--- config.mk ---
export PLATFORM = sky130hd
export DESIGN_NAME = seq_divider_flat
export DESIGN_NICKNAME = d
export VERILOG_FILES = /design/src/rtl/seq_divider_if.sv /design/src/rtl/seq_divider.sv /design/src/flat_wrapper.sv
export SDC_FILE = /design/constraint.sdc
export NUM_CORES = 1
export LEC_CHECK = 0
export BUFFER_PORTS_ARGS = -buffer_cell sky130_fd_sc_hd__buf_2
export CAP_MARGIN = 0
export CORE_UTILIZATION = 50
export CTS_BUF_LIST = sky130_fd_sc_hd__clkbuf_16
export DETAILED_ROUTE_END_ITERATION = 7
export GPL_ROUTABILITY_DRIVEN = 1
export PLACE_DENSITY = 0.86
export SETUP_SLACK_MARGIN = 0.3
export SYNTH_ARGS = -nofsm -noshare
export SYNTH_HDL_FRONTEND = slang
export SYNTH_SLANG_ARGS = --single-unit
--- constraint.sdc ---
create_clock -name clk -period 2.4 [get_ports clk]
set_clock_uncertainty 0.15 [all_clocks]
set_input_delay 0.72 -clock clk [delete_from_list [all_inputs] [get_ports clk]]
set_output_delay 0.72 -clock clk [all_outputs]
set_load 0.005 [all_outputs]
--- src/rtl/seq_divider_if.sv ---
// Handshake and result bundle for seq_divider.
// The sign signal exists only when DIV_SIGNED_EN is defined.
interface seq_divider_if;
    logic        start;
    logic [15:0] A;
    logic [15:0] B;
`ifdef DIV_SIGNED_EN
    logic        sign;
`endif
    logic        busy;
    logic        done;
    logic [15:0] Quot;
    logic [15:0] Rem;
    logic        DivZero;
    logic        Ofl;

    modport master (
`ifdef DIV_SIGNED_EN
        output sign,
`endif
        output start, A, B,
        input  busy, done, Quot, Rem, DivZero, Ofl
    );

    modport slave (
`ifdef DIV_SIGNED_EN
        input  sign,
`endif
        input  start, A, B,
        output busy, done, Quot, Rem, DivZero, Ofl
    );
endinterface

--- src/rtl/seq_divider.sv ---
// 16-bit restoring sequential divider, one quotient bit per cycle.
// Define DIV_SIGNED_EN to add two's-complement division selected by bus.sign.
module seq_divider (
    input  logic         clk,
    input  logic         rst,
    seq_divider_if.slave bus
);

    typedef enum logic [1:0] {
        IDLE = 2'd0,
        RUN  = 2'd1,
        DONE = 2'd2
    } state_t;

    state_t      state_q, state_d;
    logic [3:0]  count_q, count_d;
    logic [15:0] quo_q, quo_d;
    logic [16:0] rem_q, rem_d;
    logic [15:0] divisor_q, divisor_d;
    logic        negQ_q, negQ_d;
    logic        negR_q, negR_d;
    logic [15:0] quotOut_q, quotOut_d;
    logic [15:0] remOut_q, remOut_d;
    logic        divZero_q, divZero_d;
    logic        ofl_q, ofl_d;

    logic        signOp;
    logic [15:0] absA;
    logic [15:0] absB;
    logic [16:0] shifted;
    logic [16:0] trial;
    logic        fits;

`ifdef DIV_SIGNED_EN
    assign signOp = bus.sign;
`else
    assign signOp = 1'b0;
`endif

    // Signed operation divides magnitudes; result signs are restored on the last iteration.
    assign absA    = (signOp && bus.A[15]) ? (~bus.A + 16'd1) : bus.A;
    assign absB    = (signOp && bus.B[15]) ? (~bus.B + 16'd1) : bus.B;
    assign shifted = {rem_q[15:0], quo_q[15]};
    assign trial   = shifted - {1'b0, divisor_q};
    assign fits    = rem_q[16] || (shifted >= {1'b0, divisor_q});

    always_ff @(posedge clk) begin
        if (rst) begin
            state_q   <= IDLE;
            count_q   <= '0;
            quo_q     <= '0;
            rem_q     <= '0;
            divisor_q <= '0;
            negQ_q    <= 1'b0;
            negR_q    <= 1'b0;
            quotOut_q <= '0;
            remOut_q  <= '0;
            divZero_q <= 1'b0;
            ofl_q     <= 1'b0;
        end else begin
            state_q   <= state_d;
            count_q   <= count_d;
            quo_q     <= quo_d;
            rem_q     <= rem_d;
            divisor_q <= divisor_d;
            negQ_q    <= negQ_d;
            negR_q    <= negR_d;
            quotOut_q <= quotOut_d;
            remOut_q  <= remOut_d;
            divZero_q <= divZero_d;
            ofl_q     <= ofl_d;
        end
    end

    always_comb begin
        state_d   = state_q;
        count_d   = count_q;
        quo_d     = quo_q;
        rem_d     = rem_q;
        divisor_d = divisor_q;
        negQ_d    = negQ_q;
        negR_d    = negR_q;
        quotOut_d = quotOut_q;
        remOut_d  = remOut_q;
        divZero_d = divZero_q;
        ofl_d     = ofl_q;

        unique case (state_q)
            IDLE: begin
                if (bus.start) begin
                    divZero_d = 1'b0;
                    ofl_d     = signOp && (bus.A == 16'h8000) && (bus.B == 16'hFFFF);
                    quo_d     = absA;
                    rem_d     = '0;
                    divisor_d = absB;
                    negQ_d    = signOp && (bus.A[15] ^ bus.B[15]);
                    negR_d    = signOp && bus.A[15];
                    count_d   = '0;
                    if (bus.B == 16'd0) begin
                        divZero_d = 1'b1;
                        quotOut_d = 16'hFFFF;
                        remOut_d  = bus.A;
                        state_d   = DONE;
                    end else begin
                        state_d   = RUN;
                    end
                end
            end
            RUN: begin
                quo_d   = {quo_q[14:0], fits};
                rem_d   = fits ? trial : shifted;
                count_d = count_q + 4'd1;
                if (count_q == 4'd15) begin
                    quotOut_d = negQ_q ? (~quo_d + 16'd1) : quo_d;
                    remOut_d  = negR_q ? (~rem_d[15:0] + 16'd1) : rem_d[15:0];
                    state_d   = DONE;
                end
            end
            DONE: begin
                state_d = IDLE;
            end
            default: begin
                state_d = IDLE;
            end
        endcase
    end

    assign bus.busy    = (state_q != IDLE);
    assign bus.done    = (state_q == DONE);
    assign bus.Quot    = quotOut_q;
    assign bus.Rem     = remOut_q;
    assign bus.DivZero = divZero_q;
    assign bus.Ofl     = ofl_q;

endmodule
--- src/flat_wrapper.sv ---
// flat-port wrapper written by rule: the top's interface ports become plain ports
module seq_divider_flat 
  (clk, rst, bus_start, bus_A, bus_B, bus_busy, bus_done, bus_Quot, bus_Rem, bus_DivZero, bus_Ofl);
  seq_divider_if bus_i ();
  input  logic clk;
  input  logic rst;
  input wire logic [$bits(bus_i.start)-1:0] bus_start;
  input wire logic [$bits(bus_i.A)-1:0] bus_A;
  input wire logic [$bits(bus_i.B)-1:0] bus_B;
  output wire logic [$bits(bus_i.busy)-1:0] bus_busy;
  output wire logic [$bits(bus_i.done)-1:0] bus_done;
  output wire logic [$bits(bus_i.Quot)-1:0] bus_Quot;
  output wire logic [$bits(bus_i.Rem)-1:0] bus_Rem;
  output wire logic [$bits(bus_i.DivZero)-1:0] bus_DivZero;
  output wire logic [$bits(bus_i.Ofl)-1:0] bus_Ofl;
  assign bus_i.start = bus_start;
  assign bus_i.A = bus_A;
  assign bus_i.B = bus_B;
  assign bus_busy = bus_i.busy;
  assign bus_done = bus_i.done;
  assign bus_Quot = bus_i.Quot;
  assign bus_Rem = bus_i.Rem;
  assign bus_DivZero = bus_i.DivZero;
  assign bus_Ofl = bus_i.Ofl;
  seq_divider u_core (.clk(clk), .rst(rst), .bus(bus_i));
endmodule
---- Yosys cells after proc, flatten, opt, wreduce, memory -nomap -nowiden ----
Index checks and enable logic that the tools add are counted.
storage, ports and cells
  bits in registers ....................... 88
  bits of input ports ..................... 35
  output and inout bits ................... 36
  logic and storage cells ................. 46
operators by class
  $add $sub $neg .......................... 2
  magnitude comparators ................... 1
  equality and inequality tests ........... 6
  mux-type cells .......................... 20
  reduce and logical (&&, ||, !) cells .... 9
operators by type and width
  cell                   number
  $mux W16               7
  $pmux W16 S2           3
  $mux W17               2
  $pmux W17 S2           1
  $ge A17 B16 Y1         1
  $sub A17 B16 Y17       1
  $logic_not A16 Y1      1
  $pmux W4 S2            1
  $mux W2                3
  $reduce_and A2 Y1      3
  $add A4 B1 Y4 const B  1
  $eq A4 B4 Y1 const B   1
  $mux W4                1
  $ne A2 B1 Y1 const B   2
  $pmux W2 S2            1
  $reduce_and A4 Y1      1
  $reduce_bool A2 Y1     2
  $eq A2 B1 Y1 const B   1
  $eq A2 B2 Y1 const B   1
  $logic_not A2 Y1       1
  $ne A2 B2 Y1 const B   1
  $logic_or A1 B1 Y1     1
  $mux W1                1

---- Depth between registers and ports, before layout ----
Gate-level depths: netlist (run 1).
  word-level depth ........................ 5
  depth in mapped cells ................... 12
  depth with buffers taken out ............ 11

---- Least setup slack after synthesis (run 1) ----
Ideal clock, no wire load.
  path kind ............................... register to register
  from .................................... register u_core.divisor_q[8]
  to ...................................... register u_core.remOut_q[0], in the netlist u_core.bus.Rem[0]
  library setup time ...................... 0.086 ns
  arrival time ............................ 2.275 ns
  data required time ...................... 2.164 ns
  path slack .............................. -0.111 ns
  cell stages (with the launch flop) ...... 12
  path buffers ............................ 2
  clock period less this slack ............ 2.511 ns
  cell sequence ........................... dfxtp_1 inv_1 ha_1 buf_4 a21oi_2 o21ai_1 a221o_1 o21ai_2 and2_4 buf_6 mux2_2 a211oi_1
between the ends
  longest elaborated chain between the ends .. 5
ends and longest elaborated chain
  element                 RTL line            text
  from (decl)             seq_divider.sv:19   logic [15:0] divisor_q, divisor_d;
  from (signal assigned)  seq_divider.sv:65   divisor_q <= divisor_d;
  $ge A17 B16 Y1          seq_divider.sv:45   assign fits = rem_q[16] || (shifted >= {1'b0, divisor_q});
  $logic_or A1 B1 Y1      seq_divider.sv:45
  $mux W17                seq_divider.sv:111  rem_d = fits ? trial : shifted;
  $mux W16                seq_divider.sv:113  if (count_q == 4'd15) begin
  $pmux W16 S2            seq_divider.sv:88   unique case (state_q)
  to (signal assigned)    seq_divider.sv:69   remOut_q <= remOut_d;
  to (decl)               seq_divider.sv:23   logic [15:0] remOut_q, remOut_d;
No other way between the ends. The select of a mux whose other input is x is not followed.
A chain may end at the register's enable or synchronous reset.

---- Worst setup path in the final report (run 1) ----
  from .................................... register u_core.quo_q[15]
  to ...................................... register u_core.rem_q[8]
between the ends
  longest elaborated chain between the ends .. 4
  elaborated cells between the ends (all ways) .. 5
  those cells by class .................... add/sub: 1; order compare: 1; mux: 2; reduce/logical: 1
ends and longest elaborated chain
  element                 RTL line            text
  from (decl)             seq_divider.sv:17   logic [15:0] quo_q, quo_d;
  from (signal assigned)  seq_divider.sv:63   quo_q <= quo_d;
  $ge A17 B16 Y1          seq_divider.sv:45
  $logic_or A1 B1 Y1      seq_divider.sv:45
  $mux W17 (*)            seq_divider.sv:111
  $pmux W17 S2 (*)        seq_divider.sv:88
  to (signal assigned)    seq_divider.sv:64   rem_q <= rem_d;
  to (decl)               seq_divider.sv:18   logic [16:0] rem_q, rem_d;
Every way passes the cells marked *; elsewhere a longest branch is shown, timed or not.

==> results of run 1 <==
[critical path, cell delays in order, from the launching register on]
cell and delay, ps:
dfxtp_2 340, inv_2 80, ha_4 150, inv_2 40, fa_2 370, buf_6 140, a21oi_4 130, o211ai_1 140
or3_1 350, a31oi_1 200, xnor2_1 210, mux2i_4 130, o21ai_1 200
[layout make-up]
class / instances / area (um^2) / share of cell area
Clock buffer: 9 / 225.2 / 0.03207
Clock inverter: 7 / 71.32 / 0.01016
Sequential cell: 88 / 1788 / 0.2546
Timing Repair Buffer: 192 / 1516 / 0.2160
Inverter: 21 / 81.33 / 0.01158
Multi-Input combinational cell: 403 / 3208 / 0.4569
Tap cell: 105 / 131.4 / 0.01871
[state kept, by name, indices dropped and copies added (netlist names)]
register,count
u_core.rem_q,17
u_core.bus.Quot,16
u_core.bus.Rem,16
u_core.divisor_q,16
u_core.quo_q,16
u_core.count_q,4
u_core.state_q,2
u_core.bus.DivZero,1
[per-layer routing]
layer	up-vias	part of all wire	wire length (um)	GRT usage
met2	577	0.45	9502	0.6214
li1	2283	-	-	-
met4	0	0.10	2139	0.2550
met5	-	0	0	0
met1	2642	0.34	7059	0.4282
met3	238	0.11	2346	0.07895
[timing repair]
action / in CTS / in global routing
gates resized for setup: 87 / 107
setup endpoints to repair: 51 / 52
setup buffers: 35 / 26
gates cloned: 0 / 1
pin swaps: 32 / 46
[how the worst max path moves through the flow]
stage / from / to / slack, ps / depth (start not counted)
floorplan: u_core.divisor_q[10]$_SDFFE_PP0P_ / u_core.bus.Rem[1]$_SDFFE_PP0P_ / -40 / 12
global placement: u_core.divisor_q[10]$_SDFFE_PP0P_ / u_core.bus.Rem[10]$_SDFFE_PP0P_ / -170 / 9
detailed placement: u_core.divisor_q[10]$_SDFFE_PP0P_ / u_core.bus.Rem[10]$_SDFFE_PP0P_ / -250 / 9
CTS: u_core.quo_q[15]$_SDFFE_PP0P_ / u_core.rem_q[16]$_SDFFE_PP0P_ / -60 / 11
global route: u_core.quo_q[15]$_SDFFE_PP0P_ / u_core.bus.Rem[14]$_SDFFE_PP0P_ / -370 / 12
finish: u_core.quo_q[15]$_SDFFE_PP0P_ / u_core.rem_q[8]$_SDFFE_PP0P_ / -320 / 12
[stage by stage]
stage / worst slack [ps] / cells / utilization / power, mW
detailed placement: -253.7 / 747 / 0.6475 / 6.702
floorplan: -40.01 / 551 / - / 5.405
CTS: -61.16 / 798 / 0.7637 / 11.20
global placement: -172.0 / 747 / 0.6475 / 6.559
global route: -368.8 / 825 / 0.8419 / 13.99
finish: -320.0 / 825 / 0.8419 / 13.70
[cells by family after synthesis]
family,after synthesis
XOR/XNOR,10
AO/OA/AOI/OAI,161
AND/OR/NAND/NOR,199
adder cells (fa/ha/maj),18
buffers and inverters,60
other,1
flip-flops,88
multiplexers,14
[cell usage in the layout, fill, tap and decap left out, types with 14 or more instances in the layout]
cell type,instances
buf_2,65
nand2_1,62
o21ai_0,17
dfxtp_1,69
a211oi_2,18
nor2_1,57
a21oi_1,37
buf_4,83
dfxtp_2,18
buf_6,34
ha_4,14
[where the power goes]
group	switching, mW	leakage [nW]	internal (mW)
combinational	5.10	2.02	5.15
clock	0.640	0.144	0.810
sequential	0.281	0.729	1.71
==> reports/metrics.yaml, run 1 <==
avgSynthCellArea_um2: 7.941
cts_root_buffer: "clkbuf_16"
min_from: "u_core.divisor_q[4]$_SDFFE_PP0P_"
finalHoldViolCount: 0
finalNetCount: 768
min_path_type: "reg2reg"
post-synth-top-area-cell: "dfxtp_1"
synth_nets: 604
synth_top_cell_area_share: 0.4026
drt-initial-drc-count: 577
clkLatencyLatePin_ps: 350
fmax_ghz: 0.3676
synth_commonest_cells: "dfxtp_1, nor2_1, nand2_1, a21oi_1, o21ai_0"
violations: "negative setup slack"
timing.final.crit_period_ps: 2720
r2r_end: "u_core.rem_q[8]$_SDFFE_PP0P_"
grt_pass1_wl_mm: 25.49
arrival_ps: 2830
cp-start-kind: "register"
die_h_um: 95.55
synth_top_family_by_area: "compound AO/OA/AOI/OAI gates"
power.density_nw_per_um2: 1951
muxShareOfSynthArea: 0.03260
synthArstFlopShare: 0
rows: 33
critPathMaxFanout: 2
rsz0062_at_grt: "yes"
worst_slack_ps: -320.0
area_delta_synth_final_pct: 60.48
synthCells: 551
grt_max_degree: 46
wire_per_inst_um: 25.51
drc: 0
whs_ps: 319.4
max-slew-margin-rel: 0.1028
r2r_start: "u_core.quo_q[15]$_SDFFE_PP0P_"
clockBufferDepth: 2
path_clk_slew_ps: 60
cts_tree: "built"
required_ps: 2510
synth_fa_ha_area_frac: 0.05319
drive_gt1_frac: 0.4944
die_w_um: 95.55
end_kind: "register"
drt-vias-per-instance: 6.958
synthXorXnorAreaFrac: 0.02002
dieArea_um2: 9129
gp_congestion: 0.9031
yosysUniqueCellTypes: 56
reg2reg_depth: 12
critical_path_class: "reg2reg"
core_um2: 8341
setup_tns_ps: -5627
ys.flop_type: "dfxtp_1"
ir_worst_vdd_uv: 1114
totalWireLength_mm: 21.05
cts_buffers: 9
final_area_um2: 7022
synth-edff-count: 0
p_leak_nw: 2.888
min_path_cells: 2
synth-seq-cells: 88
synth_warnings: 0
pin_count: 71
clock_sinks: 88
synth-simple-area-share: 0.2013
grt_overflow_total: 0
antenna_left: 0
worst_hold_path.endpoint: "u_core.divisor_q[4]$_SDFFE_PP0P_"
dr_total_vias: 5740
period_share: 1.133
fillers: 381
synth.most_common_cell: "dfxtp_1"
synthesis.area_um2: 4375
r2r_slack_ps: -320
worst_pin_slew_ps: 1341
grt_pass1_vias: 5004
postCtsHoldBufs: 0
outcome: "finished, violations left"
place_area_um2: 5400
drt-pass1-iter-count: 5
port-buffer-count: 69
h-tree-depth: 3
start_util: 0.5246
hpwl_mm: 9.096
synth_compound_area_frac: 0.2311
track_usage: 0.3736
setup_viol: 34
drv_slew: 0
ys_seq_area_frac: 0.4026
drv_cap: 0
antenna-diode-count: 0
synth_area_leaders: "dfxtp_1, nor2_1, a21oi_1"
antenna_found_initial: 0
Note: power is estimated with default switching activity, not from simulation.
==> run 2, diff against run 1 <==
Settings changed: CELL_PAD_IN_SITES_DETAIL_PLACEMENT from default to 1, CELL_PAD_IN_SITES_GLOBAL_PLACEMENT from default to 1, CORE_UTILIZATION 50 to 37, MAX_ROUTING_LAYER from default to met4, RECOVER_POWER from default to 50.
==> run 2 against run 1 <==
The run ends with max-capacitance violations, max-slew violations, negative setup slack left. Worst hold slack got worse by 2.6 ps. Routed wire length increased by 25%. Die area increased by 34%. First-iteration DRC count rose by 18%. Via count fell by 1.0%. Maximum frequency fell by 6.2%. Largest cell class unchanged. Largest power group unchanged.
==> reports/metrics.yaml, run 2 (synthesized netlist as in run 1, its figures left out) <==
outcome: "finished, violations left"
violations: "max-capacitance violations, max-slew violations, negative setup slack"
area_delta_synth_final_pct: 61.54
clock_sinks: 88  # unchanged
antenna_found_initial: 2  # +2
hpwl_mm: 12.18  # +34%
rows: 39  # +18%
internal_power_mw: 7.307  # -4.8%
wl_met3_mm: 2.261  # -3.6%
critPathMaxStageDelay_ps: 380  # about the same
critPathSlowestCell: "a31oi_1"
worst_slack_ps: -499.3  # -179.3 ps
drv_slew: 17  # +17
finalHoldViolCount: 0  # unchanged
min_path_type: "reg2reg"
p_sw_frac: 0.4554  # +0.01548
grt_pass1_vias: 5627  # +12%
cts_buffers: 9  # unchanged
rsz0062_at_grt: "yes"
arrival_ps: 2980  # +150 ps
pwr-share-comb: 0.710  # -0.039
required_ps: 2480  # -30 ps
fmax_ghz: 0.3449  # -6.2%
reg2reg_depth: 12  # unchanged
end_kind: "register"
r2r_start: "u_core.quo_q[15]$_SDFFE_PP0P_"
wire_per_inst_um: 30.89  # +21%
finalNetCount: 756  # -1.6%
crit_cells: 12  # unchanged
grt_pass1_wl_mm: 32.64  # +28%
ir_worst_vdd_uv: 1103  # -0.98%
totalWireLength_mm: 26.35  # +25%
cp-start-kind: "register"
max-slew-margin-rel: -0.02055  # -0.1233
clockPowerShare: 0.140  # +0.034
die_h_um: 110.7  # +16%
worst_pin_slew_ps: 1525  # +184.3 ps
top_register: "u_core.rem_q"
timing.final.crit_period_ps: 2899  # +179.3 ps
clkLatencyLatePin_ps: 370  # +20 ps
final_cell_mix: "buf_4, dfxtp_1, nand2_1, buf_2, nor2_1"
path_clk_slew_ps: 80  # +20 ps
wl_met1_mm: 8.978  # +27%
setup_viol: 36  # +5.9%
power.density_nw_per_um2: 1898  # -2.7%
drt-vias-per-instance: 6.659  # -4.3%
seq_power_share: 0.150  # +0.005
placed_cells: 805  # +7.8%
pin_count: 71  # unchanged
start_util: 0.3816  # -0.1430
r2r_end: "u_core.bus.Rem[15]$_SDFFE_PP0P_"
gp_congestion: 0.8700  # -3.7%
critical-path-top-delay-family: "compound AO/OA/AOI/OAI gates"
largest_reg_flops: 17  # unchanged
dr.max_layer_used: "met4"
crit_buf_inv: 4  # +1
dr_total_vias: 5680  # -1.0%
grt_max_degree: 46  # unchanged
p_switching_mw: 6.109  # +1.4%
cts_root_buffer: "clkbuf_16"
period_share: 1.208  # +0.07470
grt_overflow_total: 0  # unchanged
r2r_slack_ps: -500  # -180 ps
drv_cap: 1  # +1
drt-pass1-iter-count: 5  # unchanged
critPathMaxFanout: 7  # +5
endpoint: "u_core.bus.Rem[15]$_SDFFE_PP0P_"
layout_commonest_cell: "buf_4"
final_cells: 853  # +3.4%
die_w_um: 110.7  # +16%
h-tree-depth: 3  # unchanged
routed-wl-met2_mm: 12.61  # +33%
crit_top_cell: "buf_6"
worstPathCellList: "inv_2 -> ha_4 -> buf_4 -> buf_6 -> nand2b_4 -> a211oi_4 -> o2111a_2 -> o21ai_4 -> and2_4 -> buf_6 -> a21o_1 -> a31oi_1"
drt-initial-drc-count: 681  # +18%
antenna_left: 0  # unchanged
track_usage: 0.3614  # -0.01222
p_leak_nw: 2.865  # -0.79%
core_um2: 11470  # +37%
pre_cts_ws_ps: -345.4  # -91.77 ps
fillers: 1238  # +220%
drive_gt1_frac: 0.4788  # -0.01563
clockBufferDepth: 2  # unchanged
port-buffer-count: 69  # unchanged
dieArea_um2: 12260  # +34%
critical_path_class: "reg2reg"
drc: 0  # unchanged
cts_tree: "built"
crit_start: "u_core.quo_q[15]$_SDFFE_PP0P_"
[run 2: cell types whose count changed in the layout (fill, tap and decap cells not counted), moves of 3 or more]
| cell | before | now |
|---|---|---|
| bufinv_16 | 1 | 4 |
| a21oi_2 | 8 | 12 |
| o21ai_1 | 12 | 8 |
| a21oi_1 | 37 | 34 |
| nand2_2 | 6 | 3 |
| nor2_4 | 10 | 14 |
| buf_2 | 65 | 57 |
| buf_6 | 34 | 20 |
| clkbuf_1 | 0 | 7 |
| o21ai_2 | 7 | 11 |
[run 2: how the worst min path moves through the flow]
| stage | startpoint | endpoint | slack [ps] | cells after the start |
|---|---|---|---|---|
| after floorplan | u_core.divisor_q[10]$_SDFFE_PP0P_ | u_core.divisor_q[10]$_SDFFE_PP0P_ | 280 | 2 |
| after global placement | u_core.divisor_q[5]$_SDFFE_PP0P_ | u_core.divisor_q[5]$_SDFFE_PP0P_ | 290 | 2 |
| after detailed placement | u_core.divisor_q[5]$_SDFFE_PP0P_ | u_core.divisor_q[5]$_SDFFE_PP0P_ | 300 | 2 |
| after CTS | u_core.divisor_q[15]$_SDFFE_PP0P_ | u_core.divisor_q[15]$_SDFFE_PP0P_ | 310 | 2 |
| after global routing | u_core.divisor_q[11]$_SDFFE_PP0P_ | u_core.divisor_q[11]$_SDFFE_PP0P_ | 340 | 2 |
| final | u_core.divisor_q[11]$_SDFFE_PP0P_ | u_core.divisor_q[11]$_SDFFE_PP0P_ | 320 | 2 |
[run 2: worst min-delay path, stage by stage (launching register included)]
cell and delay (ps):
dfxtp_1 310, nand2_1 50, a21oi_1 60
[run 2: repair_timing]
item | in CTS | in global routing
gates resized for setup | 84 | 92
setup buffers | 12 | 16
gates cloned | 0 | 2
pin swaps | 36 | 33
setup endpoints to repair | 51 | 51
hold buffers | 0 | 0
[run 2: per-layer routing]
metal,vias to the layer above,track usage
li1,2263,-
met1,2765,0.3722
met2,464,0.6108
met3,188,0.08147
met4,0,0.2533
met5,-,-
[run 2: power by group through the flow]
stage | logic (mW) | clock network, mW | registers (mW)
final | 9.53 | 1.88 | 2.02
after global routing | 9.74 | 1.92 | 2.01
after CTS | 7.53 | 1.81 | 1.91
after detailed placement | 5.35 | 0 | 1.91
after global placement | 5.11 | 0 | 1.90
after floorplan | 3.54 | 0 | 1.87
[run 2: cell type report]
class / count / area (um^2) / share of cell area
Antenna cell: 2 / 5.005 / 0.0007081
Clock buffer: 9 / 225.2 / 0.03186
Clock inverter: 7 / 148.9 / 0.02107
Inverter: 21 / 78.83 / 0.01115
Multi-Input combinational cell: 403 / 3243 / 0.4588
Sequential cell: 88 / 1783 / 0.2523
Tap cell: 143 / 178.9 / 0.02531
Timing Repair Buffer: 180 / 1405 / 0.1988
[run 2: through the flow]
step / hold slack [ps] / area [um^2] / TNS (ps) / utilization / power [mW]
after detailed placement: 298.4 / 5623 / -8295 / 0.4903 / 7.264
after floorplan: 284.7 / 4707 / -622.8 / - / 5.405
after global routing: 337.4 / 7068 / -10150 / 0.6164 / 13.67
after global placement: 293.8 / 5623 / -5327 / 0.4903 / 7.004
final: 316.8 / 7068 / -10150 / 0.6164 / 13.42
after CTS: 314.2 / 6500 / -1758 / 0.5668 / 11.26
